File: src/rtl/multicycle_pkg.sv
// Shared types and encodings for the RV32 multi-cycle controller.
// The ILLEGAL_TRAP_EN build option is used by multicycle_ctrl.
package multicycle_pkg;

    typedef enum logic [2:0] {
        S_IDLE,
        S_FETCH,
        S_DECODE,
        S_EXEC,
        S_WB,
        S_HALT
    } state_t;

    localparam logic [6:0] OP_RTYPE = 7'b0110011;
    localparam logic [6:0] OP_ITYPE = 7'b0010011;

    localparam logic [1:0] SRCB_RS2  = 2'b00;
    localparam logic [1:0] SRCB_FOUR = 2'b01;
    localparam logic [1:0] SRCB_IMM  = 2'b10;

    localparam logic [1:0] ALUOP_ADD   = 2'b00;
    localparam logic [1:0] ALUOP_FUNCT = 2'b10;

endpackage

File: src/rtl/multicycle_ctrl_decoder.sv
// Opcode classifier for the multi-cycle controller.
// Purely combinational; anything not R/I-type is flagged illegal.
module opcode_decoder
    import multicycle_pkg::*;
(
    input  logic [6:0] opcode,
    output logic       is_rtype,
    output logic       is_itype,
    output logic       is_illegal
);

    assign is_rtype   = (opcode == OP_RTYPE);
    assign is_itype   = (opcode == OP_ITYPE);
    assign is_illegal = !(is_rtype || is_itype);

endmodule

File: src/rtl/multicycle_ctrl.sv
// FETCH/DECODE/EXEC/WB sequencer for the shared-ALU RV32 datapath.
// Define ILLEGAL_TRAP_EN to halt on illegal opcodes instead of skipping them.
module multicycle_ctrl
    import multicycle_pkg::*;
#(
    parameter int CNT_W = 32
) (
    input  logic             clk_i,
    input  logic             rst_i,
    input  logic             start_i,
    input  logic [31:0]      instr_i,
    input  logic             imem_ready_i,
    output logic             imem_req_o,
    output logic             IRWrite_o,
    output logic             PCWrite_o,
    output logic             ALUSrcA_o,
    output logic [1:0]       ALUSrcB_o,
    output logic [1:0]       ALUOp_o,
    output logic             RegWrite_o,
    output logic             busy_o,
    output logic             illegal_o,
    output logic [CNT_W-1:0] instret_o
);

    state_t            state;
    logic              cls_imm;
    logic [CNT_W-1:0]  instret;
    logic              is_rtype;
    logic              is_itype;
    logic              is_illegal;
    logic              unused_bits;

    assign unused_bits = ^{instr_i[31:12], is_rtype};

    opcode_decoder u_dec (
        .opcode     (instr_i[6:0]),
        .is_rtype   (is_rtype),
        .is_itype   (is_itype),
        .is_illegal (is_illegal)
    );

`ifdef ILLEGAL_TRAP_EN
    logic illegal_q;
`endif

    always_ff @(posedge clk_i or posedge rst_i) begin
        if (rst_i) begin
            state     <= S_IDLE;
            cls_imm   <= 1'b0;
            instret   <= '0;
`ifdef ILLEGAL_TRAP_EN
            illegal_q <= 1'b0;
`endif
        end else begin
            case (state)
                S_IDLE:
                    if (start_i) state <= S_FETCH;
                S_FETCH:
                    if (imem_ready_i) state <= S_DECODE;
                S_DECODE: begin
                    cls_imm <= is_itype;
                    if (is_illegal) begin
`ifdef ILLEGAL_TRAP_EN
                        illegal_q <= 1'b1;
                        state     <= S_HALT;
`else
                        // PC already advanced in FETCH; retire as a NOP
                        instret <= instret + CNT_W'(1);
                        state   <= start_i ? S_FETCH : S_IDLE;
`endif
                    end else begin
                        state <= S_EXEC;
                    end
                end
                S_EXEC:
                    state <= S_WB;
                S_WB: begin
                    instret <= instret + CNT_W'(1);
                    state   <= start_i ? S_FETCH : S_IDLE;
                end
                S_HALT:
                    state <= S_HALT;
                default:
                    state <= S_IDLE;
            endcase
        end
    end

    always_comb begin
        imem_req_o = 1'b0;
        IRWrite_o  = 1'b0;
        PCWrite_o  = 1'b0;
        ALUSrcA_o  = 1'b0;
        ALUSrcB_o  = SRCB_RS2;
        ALUOp_o    = ALUOP_ADD;
        RegWrite_o = 1'b0;
        busy_o     = (state != S_IDLE);
        case (state)
            S_FETCH: begin
                imem_req_o = 1'b1;
                IRWrite_o  = imem_ready_i;
                PCWrite_o  = imem_ready_i;
                ALUSrcB_o  = SRCB_FOUR;
            end
            S_EXEC: begin
                ALUSrcA_o = 1'b1;
                ALUSrcB_o = cls_imm ? SRCB_IMM : SRCB_RS2;
                ALUOp_o   = ALUOP_FUNCT;
            end
            S_WB: begin
                ALUSrcA_o  = 1'b1;
                ALUSrcB_o  = cls_imm ? SRCB_IMM : SRCB_RS2;
                ALUOp_o    = ALUOP_FUNCT;
                // x0 is hardwired; never write it
                RegWrite_o = (instr_i[11:7] != 5'd0);
            end
            default: ;
        endcase
    end

    assign instret_o = instret;
`ifdef ILLEGAL_TRAP_EN
    assign illegal_o = illegal_q;
`else
    assign illegal_o = 1'b0;
`endif

endmodule

File: config.mk
export PLATFORM = sky130hd
export DESIGN_NAME = multicycle_ctrl
export DESIGN_NICKNAME = d
export VERILOG_FILES = /design/src/rtl/multicycle_pkg.sv /design/src/rtl/multicycle_ctrl_decoder.sv /design/src/rtl/multicycle_ctrl.sv
export SDC_FILE = /design/constraint.sdc
export NUM_CORES = 1
export LEC_CHECK = 0
export CAP_MARGIN = 15
export CORE_UTILIZATION = 35
export CTS_BUF_LIST = sky130_fd_sc_hd__clkbuf_16
export CTS_CLUSTER_DIAMETER = 80
export DETAILED_ROUTE_END_ITERATION = 10
export PLACE_DENSITY = 0.65
export SLEW_MARGIN = 20
export SYNTH_ARGS = -nofsm -noshare
export SYNTH_HDL_FRONTEND = slang
export SYNTH_SLANG_ARGS = --single-unit
File: constraint.sdc
create_clock -name clk_i -period 2.9 [get_ports clk_i]
set_input_delay 0.58 -clock clk_i [delete_from_list [all_inputs] [get_ports clk_i]]
set_output_delay 0.58 -clock clk_i [all_outputs]
set_load 0.02 [all_outputs]
* After elaboration in Yosys (flattened, before gate mapping)
Cells that the tools add are included.
** Storage, ports and cells
- Logic and storage cells :: 36
- Output and inout bits :: 43
- Flip-flop bits (word level) :: 36
** Cells by class
- Multiplexer cells :: 14
- Reductions and logical operators :: 8
- Equality and inequality tests :: 10
- Add/subtract/negate cells :: 1
** Operators with widths (count)
- $pmux 32 s2 :: 1
- $add 32x1->32 const B :: 1
- $mux 32 :: 1
- $pmux 3 s6 :: 1
- $eq 7x5->1 const B :: 1
- $eq 7x6->1 const B :: 1
- $eq 3x2->1 const B :: 2
- $eq 3x3->1 const B :: 2
- $mux 2 :: 3
- $mux 3 :: 2
- $ne 2x2->1 const B :: 3
- $mux 1 :: 5
- $reduce_bool 5->1 :: 1
- $pmux 2 s2 :: 1
- $reduce_and 2->1 :: 2
- $eq 3x1->1 const B :: 1
- $logic_not 3->1 :: 1
- $reduce_bool 3->1 :: 1
- $reduce_bool 2->1 :: 1
- $reduce_or 2->1 :: 1
- $logic_or 1x1->1 :: 1

* Logic depth before layout (Yosys ltp)
Gate-level depths: netlist (run 1).
- Depth after elaboration :: 4
- Gate-level depth with buffers :: 7
- Gate-level depth less buffers :: 6

* Cells and area by module
From an unflattened synthesis (run 1), not the netlist that was laid out.
** Unflattened totals
- Cell total of the unflattened synthesis :: 167
- Area, all modules :: 1821.7 sq um
** By module, submodules not included
- multicycle_ctrl :: area each 1776.7 sq um, cells an instance 163, seq. area each 900.9 sq um, instances 1
- opcode_decoder :: area each 45.0 sq um, cells an instance 4, seq. area each 0.0 sq um, instances 1

* Worst setup path before layout (run 1)
OpenSTA, ideal clock, no wires.
- Kind :: register -> output
- From :: register state[1]
- To :: output PCWrite_o
- Data arrival time :: 1.656 ns
- Path buffers :: 2
- Setup slack :: 0.664 ns
- Required time :: 2.320 ns
- Cell stages (with the launch flop) :: 5
- Cells stage by stage :: dfrtp_1 > buf_2 > nor3b_1 > and2_1 > buf_4
** Between the ends
- Cells in the longest elaborated chain, start to end :: 2
** Ends and longest elaborated chain
- start: declaration :: RTL line multicycle_ctrl.sv:25 : state_t state;
- start signal: assignment :: RTL line multicycle_ctrl.sv:69 : state <= start_i ? S_FETCH : S_IDLE;
- start signal: assignment :: RTL line multicycle_ctrl.sv:79 : state <= start_i ? S_FETCH : S_IDLE;
- $eq 3x1->1
- $mux 1
- end: declaration :: RTL line multicycle_ctrl.sv:15 : output logic PCWrite_o,
No other way between the ends.

* Worst setup path after layout (run 1)
- From :: register state[0]
- To :: output IRWrite_o
** Between the ends
- Cells in the longest elaborated chain, start to end :: 2
** Ends and longest elaborated chain
- $eq 3x1->1 :: RTL line multicycle_ctrl.sv:98 : case (state)
- $mux 1 :: RTL line multicycle_ctrl.sv:98
- end: declaration :: RTL line multicycle_ctrl.sv:14 : output logic IRWrite_o,
No other way between the ends.

==> results of run 1 <==
-- final cells by class --
class | count | area [µm²] | area share [%]
clock inverters | 3 | 11.3 | 0.445
multi-input cells | 121 | 828 | 32.7
repair buffers | 58 | 576 | 22.7
well taps | 67 | 83.8 | 3.31
flip-flops and latches | 36 | 901 | 35.6
clock buffers | 5 | 125 | 4.94
inverters | 2 | 7.51 | 0.296
-- power breakdown --
group          total (W)  leakage, nW  switching [W]  internal [W]
registers       0.000654        0.481      0.0000917      0.000562
logic           0.000543        0.484       0.000273      0.000270
clock network   0.000492       0.0738       0.000184      0.000308
-- logic make-up (layout without fill, tap and decap cells) --
kind of cell               count (synthesis)  count (layout)  share of synthesized area, %
DFF                                       36              36                          50.4
xor gates and xnor gates                  32              32                          16.1
and+or+nand+nor                           77              77                          25.0
AOI/OAI and AO/OA                          8               8                          3.57
buffers and inverters                     11              68                          3.43
adders and majority gates                  1               1                         0.700
muxes                                      1               1                         0.560
other                                      1               2                         0.210
-- registers in the layout, summed over array words and instances (netlist names) --
register,count
cls_imm,1
instret_o,32
state,3
-- routing by layer --
layer,share of wire (%),track usage [%],up-vias
met1,47,19.9,653
met3,6.1,4.39,5
met5,0,0,-
met4,1.4,5.77,0
li1,-,-,685
met2,46,23.8,40
-- through the flow --
stage / utilization, % / hold slack, ns / instances / setup slack (ns) / total power, W
floorplan: - / 0.459 / 168 / 0.664 / 0.00100
global placement: 49.7 / 0.460 / 284 / 0.235 / 0.00120
detailed placement: 49.7 / 0.465 / 284 / 0.247 / 0.00121
CTS: 52.6 / 0.474 / 292 / 0.340 / 0.00171
global route: 52.6 / 0.498 / 292 / 0.179 / 0.00180
finish: 52.6 / 0.467 / 292 / 0.355 / 0.00169
-- synth_stat cells (2+ instances only) --
master and instances:
and3_1 6, dfrtp_1 36, nor4_2 2, and2_1 5
nor2_1 10, nand2_1 18, clkbuf_1 2, and4_1 2
nand2b_1 2, or3_1 2, inv_1 2, xor2_1 5
nor3_1 2, nand3_1 12, xnor2_1 26, nand4_1 9
nor2b_1 2, buf_4 5
-- final timing paths --
path | start | to | slack [ns] | cells past startpoint
max | state[0] | IRWrite_o | 0.35 | 3
min | instret_o[31] | instret_o[31] | 0.47 | 1
max in group asynchronous | rst_i | instret_o[13] | 1.87 | 3
max reg2reg | state[1] | instret_o[30] | 0.71 | 5
min in group asynchronous | rst_i | state[1] | 0.71 | 3
min reg2reg | instret_o[31] | instret_o[31] | 0.47 | 1
-- worst reg2reg max path: cells and delay by family, from the launching register on --
kind / cells / cell delay, ns
AO/OA/AOI/OAI: 1 / 0.50
AND/OR/NAND/NOR: 3 / 1.01
XOR/XNOR: 1 / 0.12
flip-flops: 1 / 0.46
==> results by group, run 1 <==
Drt
  • Routed WL per cell: 12.6 µm
  • Residual DRC: 0
  • Vias per cell: 4.74
  • Via count: 1383
  • Routed WL: ~3.7 mm
  • Starting DRT DRC Count: 102
  • DRT Pass-1 Iters: 4
  • Post-DRT Antenna Nets: 0

Synth
  • Number of synthesized flops with an enable pin: 0
  • Number of synthesis warnings: 0
  • Area leader, netlist: dfrtp_1
  • Synth top area share: roughly half
  • Mean post-synth cell area: about 11 µm²
  • Cells after Synth: between 150 and 200
  • Area contributors post-synth: dfrtp_1, xnor2_1, nand2_1
  • Asr flop ratio synth: 100%
  • Post-Synthesis Cell Area: 1790 µm²
  • Ys flop type: dfrtp_1
  • Yosys cell types: 37
  • Synthesized flop and latch total: 36
  • Sequential fraction of the synthesis area: 50.4%

Die
  • Die H: 73.5 µm
  • Die area: 5390 µm²
  • Initial Utilization: 37.1%
  • Die X: approximately 73 µm
  • Ports: 79
  • FP Rows: 25
  • Core Box Area: 4820 µm²

Final layout
  • Post-route cell area: 2530 µm²
  • Antenna Cells: 0
  • P&R area growth vs syn: 41.7%
  • Layout cells sized above 1: under 10%
  • FILL cells: 480
  • Commonest non-fill, non-tap cell in the layout: clkdlybuf4s50_1
  • Final nets: 261
  • Commonest non-fill, non-tap cells in the layout: clkdlybuf4s50_1, dfrtp_1, xnor2_1, nand2_1, nand3_1

Critical path
  • Worst setup EP type: output pin
  • Max stage delay on crit path: 0.61 ns
  • Cell family with most CP delay: buffers and inverters
  • Critical path launch point type: flip-flop
  • CP bufs+invs: 1
  • WP data required: 2.32 ns
  • Worst EP arrival: 1.97 ns
  • Worst-path cell chain: nor3b_1 > and2_1 > clkdlybuf4s50_1
  • CP Max Fanout: 13
  • Critical path class: reg2out
  • Worst path slowest cell: clkdlybuf4s50_1

Clock tree
  • CTS tree: done
  • CTS Buffer Depth: 2
  • Clk slew on worst S/H paths: 0.05 ns
  • Clock tree sinks: 36
  • # H-tree levels: 2
  • Hold_buf cts: 0
  • CTS Buf Count: 5
  • Setup Fix Bufs, Post-CTS: 0
  • Gates resized, CTS repair: 0
  • Root buf cell: clkbuf_16
  • Clk Latency, worst-skew pair: 0.27 ns

Global route
  • First-pass GRT wire length: 6.26 mm
  • Largest net degree at the start of global routing: 37
  • Tot GR Track Use: 15.2%
  • Overflow after GRT: 0
  • Initial antenna violation count: 0
  • Vias in the first global route: 1361

STA
  • RSZ-0062 raised after global routing: false
  • Tcrit/Tclk final: between 80 and 90%
  • Post-route setup TNS: 0 ns
  • Clock skew: between 0.003 and 0.004 ns
  • Final setup viols: 0
  • Post-layout minimum cycle time: 2.55 ns
  • Fmax: around 0.39 GHz
  • Max-slew violation count: 0
  • Final hold violation count: 0
  • Least-Margin Pin Slew: 0.501 ns
  • Slew headroom: 66.4%

Place
  • Buffers on Ports: 56
  • Cell Area, Placed: around 2400 µm²
  • Dpl hpwl: 2.63 mm
  • GP Congestion: roughly 0.71

Power
  • Pwr/cell area: ~670 nW/µm²
  • P_leak: 1.04 nW
  • Max VDD drop: 349 µV

Worst hold path
  • Tightest Hold Check Type: reg2reg

Run status
  • Status: finished clean

Flow run
  • Max Cap Violations: 0
(Power assumes the default switching activity.)
==> inputs of run 2 (changes only) <==
--- a/config.mk
+++ b/config.mk
@@ -15,3 +15,4 @@
 export SYNTH_ARGS = -nofsm -noshare
 export SYNTH_HDL_FRONTEND = slang
 export SYNTH_SLANG_ARGS = --single-unit
+export TNS_END_PERCENT = 30
==> results of run 2 <==
Final layout, timing and power as in run 1 (identical DEF).
==> inputs of run 3 (changes only) <==
--- a/config.mk
+++ b/config.mk
@@ -6,6 +6,7 @@
 export NUM_CORES = 1
 export LEC_CHECK = 0
 export CAP_MARGIN = 15
+export CORE_ASPECT_RATIO = 0.75
 export CORE_UTILIZATION = 35
 export CTS_BUF_LIST = sky130_fd_sc_hd__clkbuf_16
 export CTS_CLUSTER_DIAMETER = 80
==> results by group, run 3 (synthesized netlist as in run 1, its figures left out) <==
Run status
  • Status: finished with violations
  • Failing checks: design-rule violations

Clock tree
  • CTS tree: done
  • Clk slew on worst S/H paths: roughly 0.050 ns
  • Root buf cell: clkbuf_16
  • CTS Buffer Depth: 2
  • Gates resized, CTS repair: 0
  • Clk Latency, worst-skew pair: 0.28 ns
  • Clock tree sinks: 36
  • Setup Fix Bufs, Post-CTS: 0
  • CTS Buf Count: 5
  • Hold_buf cts: 0
  • # H-tree levels: 2

Die
  • Die X: 84.5 µm
  • Die H: 63.9 µm
  • FP Rows: 22
  • Initial Utilization: 36.5%
  • Ports: 79
  • Core Box Area: 4900 µm²
  • Die area: between 5000 and 6000 µm²

Drt
  • Residual DRC: 5
  • Via count: 1401
  • Routed WL: 3.87 mm
  • Starting DRT DRC Count: 74
  • Vias per cell: 4.92
  • Routed WL per cell: 13.6 µm
  • DRT Pass-1 Iters: 9
  • Post-DRT Antenna Nets: 0

Critical path
  • Worst setup EP type: output pin
  • Worst R2R Setup Slack: 0.70 ns
  • WP data required: about 2.3 ns
  • Critical path class: reg2out
  • CP startpoint: state[0]
  • Critical path launch point type: flip-flop
  • RR Startpoint: state[1]
  • Worst EP arrival: 1.97 ns
  • CP Max Fanout: 13

Global route
  • Vias in the first global route: between 1000 and 1500
  • Initial antenna violation count: 0
  • Overflow after GRT: 0
  • First-pass GRT wire length: 6.51 mm
  • Largest net degree at the start of global routing: 37
  • Tot GR Track Use: 15.8%

Power
  • Max VDD drop: 347 µV
  • Pwr/cell area: 674 nW/µm²
  • P_leak: 1.04 nW

Final layout
  • Final core occ: between 50% and 60%
  • FILL cells: 472
  • Largest register FFs: 32
  • Layout cells sized above 1: 6.22%
  • Antenna Cells: 0
  • Cell Count, Final, Fillers Out: 285
  • Post-route cell area: 2520 µm²
  • Final nets: 261
  • P&R area growth vs syn: 41.2%
  • Commonest non-fill, non-tap cells in the layout: clkdlybuf4s50_1, dfrtp_1, xnor2_1, nand2_1, nand3_1
  • Commonest non-fill, non-tap cell in the layout: clkdlybuf4s50_1

STA
  • Max-slew violation count: 0
  • Post-route setup TNS: 0 ns
  • Final setup viols: 0
  • RSZ-0062 raised after global routing: false
  • Fmax: 0.392 GHz
  • Clock skew: 0.00446 ns
  • Tcrit/Tclk final: 87.9%
  • Final hold violation count: 0
  • Post-layout minimum cycle time: 2.55 ns

Place
  • Buffers on Ports: 56
  • Cell Area, Placed: about 2400 µm²
  • GP Congestion: 0.728
  • Dpl hpwl: 2.71 mm
  • DP Cell Count: 277

Worst hold path
  • Tightest Hold Check Type: reg2reg
  • HP Start: instret_o[31]

Flow run
  • Max Cap Violations: 0
==> run 3: metrics by stage <==
stage / power, W / hold slack [ns] / setup WS [ns]
CTS: 0.00172 / 0.478 / 0.337
global placement: 0.00121 / 0.460 / 0.248
floorplan: 0.00100 / 0.459 / 0.664
global route: 0.00180 / 0.489 / 0.214
finish: 0.00170 / 0.471 / 0.352
detailed placement: 0.00121 / 0.471 / 0.235
==> run 3: final cells by class <==
type	count	area, µm²	share of cell area (%)
clock buffer	5	125	4.96
sequential	36	901	35.7
clock inverter	3	11.3	0.446
inverter	2	7.51	0.297
tap	60	75.1	2.97
timing repair buffer	58	576	22.8
multi-input combinational	121	828	32.8
==> run 3: worst max-delay path, cell delays in order (launching register included) <==
cell,delay (ns)
dfrtp_1,0.55
nor3b_1,0.33
and2_1,0.20
clkdlybuf4s50_1,0.61
==> run 3: report_power, final <==
part / leakage [nW] / switching, W / internal (W) / total, W
clock: 0.0738 / 0.000192 / 0.000309 / 0.000500
combinational: 0.484 / 0.000276 / 0.000271 / 0.000547
sequential: 0.481 / 0.0000921 / 0.000562 / 0.000654
==> run 3: worst paths after layout <==
| path | to | cells past startpoint |
|---|---|---|
| max in group asynchronous | instret_o[12] | 3 |
| worst min-delay path | instret_o[31] | 1 |
| worst max-delay path | IRWrite_o | 3 |
| worst min register to register | instret_o[31] | 1 |
| worst max register to register | instret_o[30] | 5 |
| min in group asynchronous | state[0] | 3 |
==> run 3: metal layers <==
metal / vias to the layer above / GRT usage, % / part of all wire [%]
li1: 688 / - / -
met1: 659 / 20.2 / 49
met2: 52 / 24.0 / 42
met3: 2 / 6.46 / 7.8
met4: 0 / 5.72 / 0.59
met5: - / 0 / 0
